<file path="src/rtl/relprime_engine.sv">
// relprime_engine: finds the smallest m >= 2 coprime to n using subtractive gcd, one step per cycle
module relprime_engine #(
  parameter int WIDTH = 16
) (
  input  logic             CLK,
  input  logic             RST_N,
  input  logic             start,
  input  logic [WIDTH-1:0] n_in,
  output logic             busy,
  output logic             done,
  output logic [WIDTH-1:0] result,
  output logic             error
);
  typedef enum logic [2:0] {IDLE, INIT, STEP, CHECK, DONE} state_t;
  state_t state;
  logic [WIDTH-1:0] n_r, m_r, a_r, b_r;
  always_ff @(posedge CLK) begin
    if (!RST_N) begin
      state  <= IDLE;
      busy   <= 1'b0;
      done   <= 1'b0;
      error  <= 1'b0;
      result <= '0;
      n_r    <= '0;
      m_r    <= '0;
      a_r    <= '0;
      b_r    <= '0;
    end else begin
      done <= 1'b0;
      case (state)
        IDLE: if (start) begin
          n_r    <= n_in;
          m_r    <= WIDTH'(2);
          result <= '0;
          error  <= 1'b0;
          busy   <= 1'b1;
          if (n_in < WIDTH'(2)) begin
            error <= 1'b1;
            done  <= 1'b1;
            state <= DONE;
          end else state <= INIT;
        end
        INIT: begin
          a_r   <= n_r;
          b_r   <= m_r;
          state <= STEP;
        end
        STEP:
          if (b_r == '0) state <= CHECK;
          else if (a_r > b_r) a_r <= a_r - b_r;
          else b_r <= b_r - a_r;
        CHECK:
          if (a_r == WIDTH'(1)) begin
            result <= m_r;
            done   <= 1'b1;
            state  <= DONE;
          end else if (&m_r) begin
            error  <= 1'b1;
            result <= '0;
            done   <= 1'b1;
            state  <= DONE;
          end else begin
            m_r   <= m_r + WIDTH'(1);
            state <= INIT;
          end
        DONE: begin
          busy  <= 1'b0;
          state <= IDLE;
        end
        default: state <= IDLE;
      endcase
    end
  end
endmodule

</file>
<file path="config.mk">
export PLATFORM = sky130hd
export DESIGN_NAME = relprime_engine
export DESIGN_NICKNAME = d
export VERILOG_FILES = /design/src/rtl/relprime_engine.sv
export SDC_FILE = /design/constraint.sdc
export NUM_CORES = 1
export LEC_CHECK = 0
export CELL_PAD_IN_SITES_DETAIL_PLACEMENT = 0
export CELL_PAD_IN_SITES_GLOBAL_PLACEMENT = 1
export CORE_AREA = 2 2 87 152
export DETAILED_ROUTE_END_ITERATION = 10
export DIE_AREA = 0 0 89 154
export GPL_ROUTABILITY_DRIVEN = 0
export GPL_TIMING_DRIVEN = 0
export MAX_ROUTING_LAYER = met4
export PLACE_DENSITY = 0.77
export SYNTH_ARGS = -nofsm -noshare
export SYNTH_HDL_FRONTEND = slang
export SYNTH_SLANG_ARGS = --single-unit
</file>
<file path="constraint.sdc">
create_clock -name CLK -period 3.4 [get_ports CLK]
set_input_delay 1.02 -clock CLK [delete_from_list [all_inputs] [get_ports CLK]]
set_output_delay 1.02 -clock CLK [all_outputs]
set_load 0.01 [all_outputs]
</file>
# ---- Yosys cells after proc, flatten, opt, wreduce, memory -nomap -nowiden
# Cells that the tools add are included.
dict set report word_totals {
  register_bits 86
  out_inout_bits 19
  wordCells 73
}
dict set report op_classes {
  n_eq_ne 14
  reduce_logical 14
  magnitude_cmp 2
  muxes 31
  n_addsub 3
}
# op n
set ops {}
lappend ops {{16-bit 2-to-1 mux} 10}
lappend ops {{16-bit case mux with 2 select lines} 4}
lappend ops {{16-bit subtractor} 2}
lappend ops {{16-bit by 1-bit adder with 16-bit output (second input constant)} 1}
lappend ops {{16-bit by 1-bit equality test with 1-bit output (second input constant)} 1}
lappend ops {{16-bit greater-than comparator} 1}
lappend ops {{16-bit logical NOT} 1}
lappend ops {{16-bit by 2-bit less-than comparator with 1-bit output (second input constant)} 1}
lappend ops {{2-bit inequality test (second input constant)} 8}
lappend ops {{16-bit AND reduction} 1}
lappend ops {{3-bit 2-to-1 mux} 5}
lappend ops {{3-bit case mux with 4 select lines} 1}
lappend ops {{3-bit AND reduction} 3}
lappend ops {{1-bit 2-to-1 mux} 8}
lappend ops {{4-bit AND reduction} 2}
lappend ops {{3-bit by 2-bit equality test with 1-bit output (second input constant)} 2}
lappend ops {{1-bit case mux with 2 select lines} 3}
lappend ops {{2-bit AND reduction} 3}
lappend ops {{2-bit nonzero test} 3}
lappend ops {{3-bit by 1-bit equality test with 1-bit output (second input constant)} 1}
lappend ops {{3-bit equality test (second input constant)} 1}
lappend ops {{3-bit logical NOT} 1}
lappend ops {{3-bit inequality test (second input constant)} 1}

# ---- Longest topological paths before layout
dict set report depth {
  ltp_word 4
  mapped_depth 10
  depth_no_buf 9
}

# ---- Worst setup path after synthesis
# No wires, ideal clock.
dict set report synth_path {
  path_kind {flip-flop to flip-flop}
  from {reg a_r[0]}
  to {reg a_r[10]}
  stages_incl_launch_ff 11
  path_buffers 1
  synth_period_minus_slack_ns 2.418
  t_arrival_ns 2.329
  path_slack_ns 0.982
  path_cell_list {dfxtp_1 > inv_1 > ha_1 > fa_1 > nor2b_4 > o31ai_2 > a31oi_2 > a211o_1 > clkbuf_1 > a21oi_1 > a311oi_2}
}
dict set report synth_via {
  elab_chain_cells 4
}
# item line_no
set synth_rtl {}
lappend synth_rtl {{from (decl)} 16} ;# logic [WIDTH-1:0] n_r, m_r, a_r, b_r;
lappend synth_rtl {{from (signal assigned)} 44} ;# a_r <= n_r;
lappend synth_rtl {{from (signal assigned)} 50} ;# else if (a_r > b_r) a_r <= a_r - b_r;
lappend synth_rtl {{16-bit subtractor} 50}
lappend synth_rtl {{16-bit 2-to-1 mux} 50}
lappend synth_rtl {{16-bit 2-to-1 mux} 49} ;# if (b_r == '0) state <= CHECK;
lappend synth_rtl {{16-bit case mux with 2 select lines} 30} ;# case (state)
# Parallel ways exist; a longest one is shown, timed or not. The select of a mux whose other input is x is not followed.
# A chain may end at the register's enable or synchronous reset.

# ---- Final worst setup path
dict set report layout_path {
  from {reg state[1]}
  to {reg b_r[12]}
}
dict set report layout_via {
  elab_chain_cells 3
}
# item line_no
set layout_rtl {}
lappend layout_rtl {{from (decl)} 15} ;# state_t state;
lappend layout_rtl {{from (signal assigned)} 19} ;# state <= IDLE;
lappend layout_rtl {{from (signal assigned)} 40} ;# state <= DONE;
lappend layout_rtl {{from (signal assigned)} 41} ;# end else state <= INIT;
lappend layout_rtl {{3-bit by 2-bit equality test with 1-bit output or 3-bit by 1-bit equality test with 1-bit output (tied branches)} 30}
lappend layout_rtl {{2-bit inequality test (no line) or 2-bit nonzero test (tied branches)} --}
lappend layout_rtl {{3-bit AND reduction (no line)} --}
lappend layout_rtl {{to (signal assigned)} 45} ;# b_r <= m_r;
lappend layout_rtl {{to (signal assigned)} 51} ;# else b_r <= b_r - a_r;
lappend layout_rtl {{to (decl)} 16}
# Parallel ways exist; a longest one is shown, timed or not.

==> results summary <==
The flow ran to the end, and the final reports show no timing, DRC or antenna violations. The share of the clock period used by the worst path after layout came out at 0.901. The worst setup slack for register-to-register paths is 0.34 ns. Of the cells placed in the final design, the portion with a size suffix greater than 1 is 0.0914. The clock-pin slew on the worst setup and hold paths is 0.06 ns. The worst setup path is launched from a register. The final instance area is 6390 sq um. Summing over every cut layer, the via total after detailed routing is 5337. For this run, the register share of the synthesized area comes to 0.314.

The total DRC errors in the routed layout is 0. The vias per cell is 5.85. The final cell count without fillers is 912.

The power per standard cell area came out at 917 nW/um^2. By area the synthesized netlist is led by dfxtp_1 (31%), ha_1 (7.3%), nand2_1 (6.4%). Entering global routing, the biggest net connects 15 pins. The mean post-synth cell area came out at 7.93 sq um. The via count of the first global-routing pass came out at 5352.

The hold path startpoint is n_r[6]. Summing all placed instances gives a cell area of 6060 sq um. Data on the critical path is required at its endpoint by 3.66 ns. The top cell types in the final layout, fill and taps aside, are nand2_1 (94), dfxtp_1 (86), a21oi_1 (69), nor2_1 (65), inv_1 (37).

After detailed placement, the design holds a cell count of 896. The count of endpoints failing hold in the final timing report is 0. The initial antenna violation count was 0. In the final timing run, aggregate negative setup slack is 0 ns. The highest net fanout along the worst path is 10. At the pin with the least slew margin, the transition time is 1.02 ns. The initial cell density of the core came out at 0.441. The number of cells on the worst reg-to-reg path is 6. The number of distinct library cells after synthesis is 72.

The synthesized net count came out at 745. The tree is rooted in a clkbuf_16. TritonCTS built the clock tree. The cell with the largest stage delay on the worst path is nor3b_1.

The number of cells produced by synthesis is 692. The deepest clock path buffer count is 2. Hold timing on the final database bottoms out at a slack of 0.457 ns. The flip-flop and latch count after synthesis came out at 86. The synthesized area is 5490 sq um. Among all flip-flop cells after synthesis, the most frequent one is dfxtp_1. The fmax came out at 326 MHz.

Among cell families on the critical path, the largest total delay comes from buffers and inverters. The fill cell total of the finished layout came out at 1273. Gates resized during post-CTS repair numbered 0. The critical path in this run is classified as reg -> reg. Traced cell by cell, the critical path runs through buf_4 -> nor3b_1 -> clkbuf_1 -> clkbuf_1 -> nand3_1 -> a31oi_1. The maximum cell stage delay along the critical path came out at 0.84 ns. The count of endpoints failing setup in the final report came out at 0. Summed over all instances, the cell type with the most area after synthesis is dfxtp_1. Counting both buffers and inverters, the worst setup path holds a total of 3. The library cell used most frequently in the layout, excluding fill and tap cells, is nand2_1. The beginning of the worst register-to-register path is state[1]. From synthesis to final layout, the design area changed by 16.5%. The clock latency of the later-clocked register in the worst-skew pair came out at 0.33 ns. The TritonCTS buffer count is 9. The setup skew after layout is 0.00714 ns. The antenna diode instance count is 0.

The total global routing track utilization came out at 0.283. The remaining max-slew budget at the tightest pin came out at 0.317. The count of H-tree levels built during CTS is 3. The x dimension of the die came out at 89 microns. The most numerous cell on the critical path is clkbuf_1.

In this run the post-CTS setup repair buffer count came out at 0. The post-layout minimum cycle time came out at 3.06 ns. The port buffer count came out at 36.

The hold buffer count at cts came out at 0. The count of synthesis-stage warnings from yosys is 0. The detail-routed net length per standard cell came out at 19.8 microns.

The worst hold path was traced through 2 stages. The number of nets in the finished design is 792. The height of the die came out at 154 microns.

Setup repair after global routing left no endpoint under its margin. For this block, the initial DRC count from the detailed router was 350. The most critical setup path has its startpoint at state[1]. STA puts the critical path data arrival time at 3.32 ns.

The number of core rows came out at 54. The residual antenna-violating net count after detailed routing came out at 0. Yosys mapped a number of flops with a built-in enable equal to 0. Clock tree synthesis found a total of 86 sinks.

The final max-slew violation count came out at 0. The path class of the tightest hold or removal check is reg -> reg. The first-pass iteration count of the detailed router came out at 7.

The final wirelength came out at 18100 microns. The sum of net half-perimeters after detailed placement came out at 14500 microns. In this run the critical register-to-register path is captured at b_r[12]. The max-cap check violation count is 0. The core region is 12400 sq um. The leakage power is 2.31 nW. The share of flip-flops with an asynchronous set or reset came out at 0. The worst hold path terminates at n_r[6].

The first global-routing pass estimated 28600 microns of wire. IR analysis of the VDD net gives a maximum drop of 0.362 mV. For this design the top-level I/O count stands at 38.

The area share of the largest cell type after synthesis is 0.314. The critical path endpoint category is a register. The die footprint came out at 13700 sq um. The global-route congestion overflow total came out at 0.
==> tightest hold or removal path, cell delays in order, from the launching register on <==
cell and delay, ns:
dfxtp_1 0.31, nand2_1 0.05, a21oi_1 0.05
==> synthesized netlist by cell type (all sizes together) (12+ instances only) <==
cell type and number:
a211oi 14, a21oi 72, nand4 14, nand2 94, nor4 14, nand3 13, inv 37, a22oi 17
dfxtp 86, nor2 65, clkbuf 26, ha 32, o21ai 29, xor2 17, buf 22, a311oi 12
==> flip-flops by register name, summed over array words and instances, names as in the netlist <==
| name | cells |
|---|---|
| a_r | 16 |
| b_r | 16 |
| m_r | 16 |
| n_r | 16 |
| result | 16 |
| state | 3 |
| busy | 1 |
| done | 1 |
| error | 1 |
==> final cells by class <==
class,instances,area (sq um),share of cell area
multi-input cells,521,3400,0.532
flip-flops and latches,86,1720,0.269
repair buffers,36,360,0.0564
clock buffers,11,253,0.0395
plain buffers,48,228,0.0356
well taps,168,210,0.0329
inverters,37,139,0.0217
clock inverters,5,81.3,0.0127
==> routing by layer <==
metal  vias to the layer above  share of wire  track usage
met4                         0          0.061        0.168
met5                         -              0            -
met2                       177           0.52        0.475
met3                        70          0.033       0.0284
li1                       2582              -            -
met1                      2508           0.38        0.314
==> cell families (layout without fill, tap and decap cells) <==
group,after synthesis,count (layout),synth area share
AO/OA/AOI/OAI,200,200,0.256
adder cells (fa/ha/maj),34,34,0.0803
AND/OR/NAND/NOR,247,247,0.216
multiplexers,13,13,0.0242
XOR/XNOR,27,27,0.0431
buffers and inverters,85,137,0.0668
flip-flops,86,86,0.314
==> where the power goes <==
group	switching, mW	internal [mW]
clock	0.394	0.683
sequential	0.149	1.15
combinational	2.24	1.25
==> how the worst max path moves through the flow <==
stage | end | slack, ns | cells past startpoint
after floorplan | a_r[10] | 0.98 | 10
after global placement | m_r[14] | 0.37 | 7
after detailed placement | m_r[9] | 0.36 | 7
after CTS | a_r[6] | 0.42 | 10
after global routing | a_r[15] | 0.19 | 10
final | b_r[12] | 0.34 | 6
==> through the flow <==
| step | power, mW | utilization | setup slack [ns] |
|---|---|---|---|
| after global routing | 6.24 | 0.514 | 0.192 |
| after CTS | 5.81 | 0.514 | 0.420 |
| after detailed placement | 4.71 | 0.487 | 0.364 |
| after floorplan | 3.77 | - | 0.982 |
| final | 5.86 | 0.514 | 0.337 |
| after global placement | 4.69 | 0.487 | 0.374 |
No activity file was read; power rests on OpenSTA's default activity.
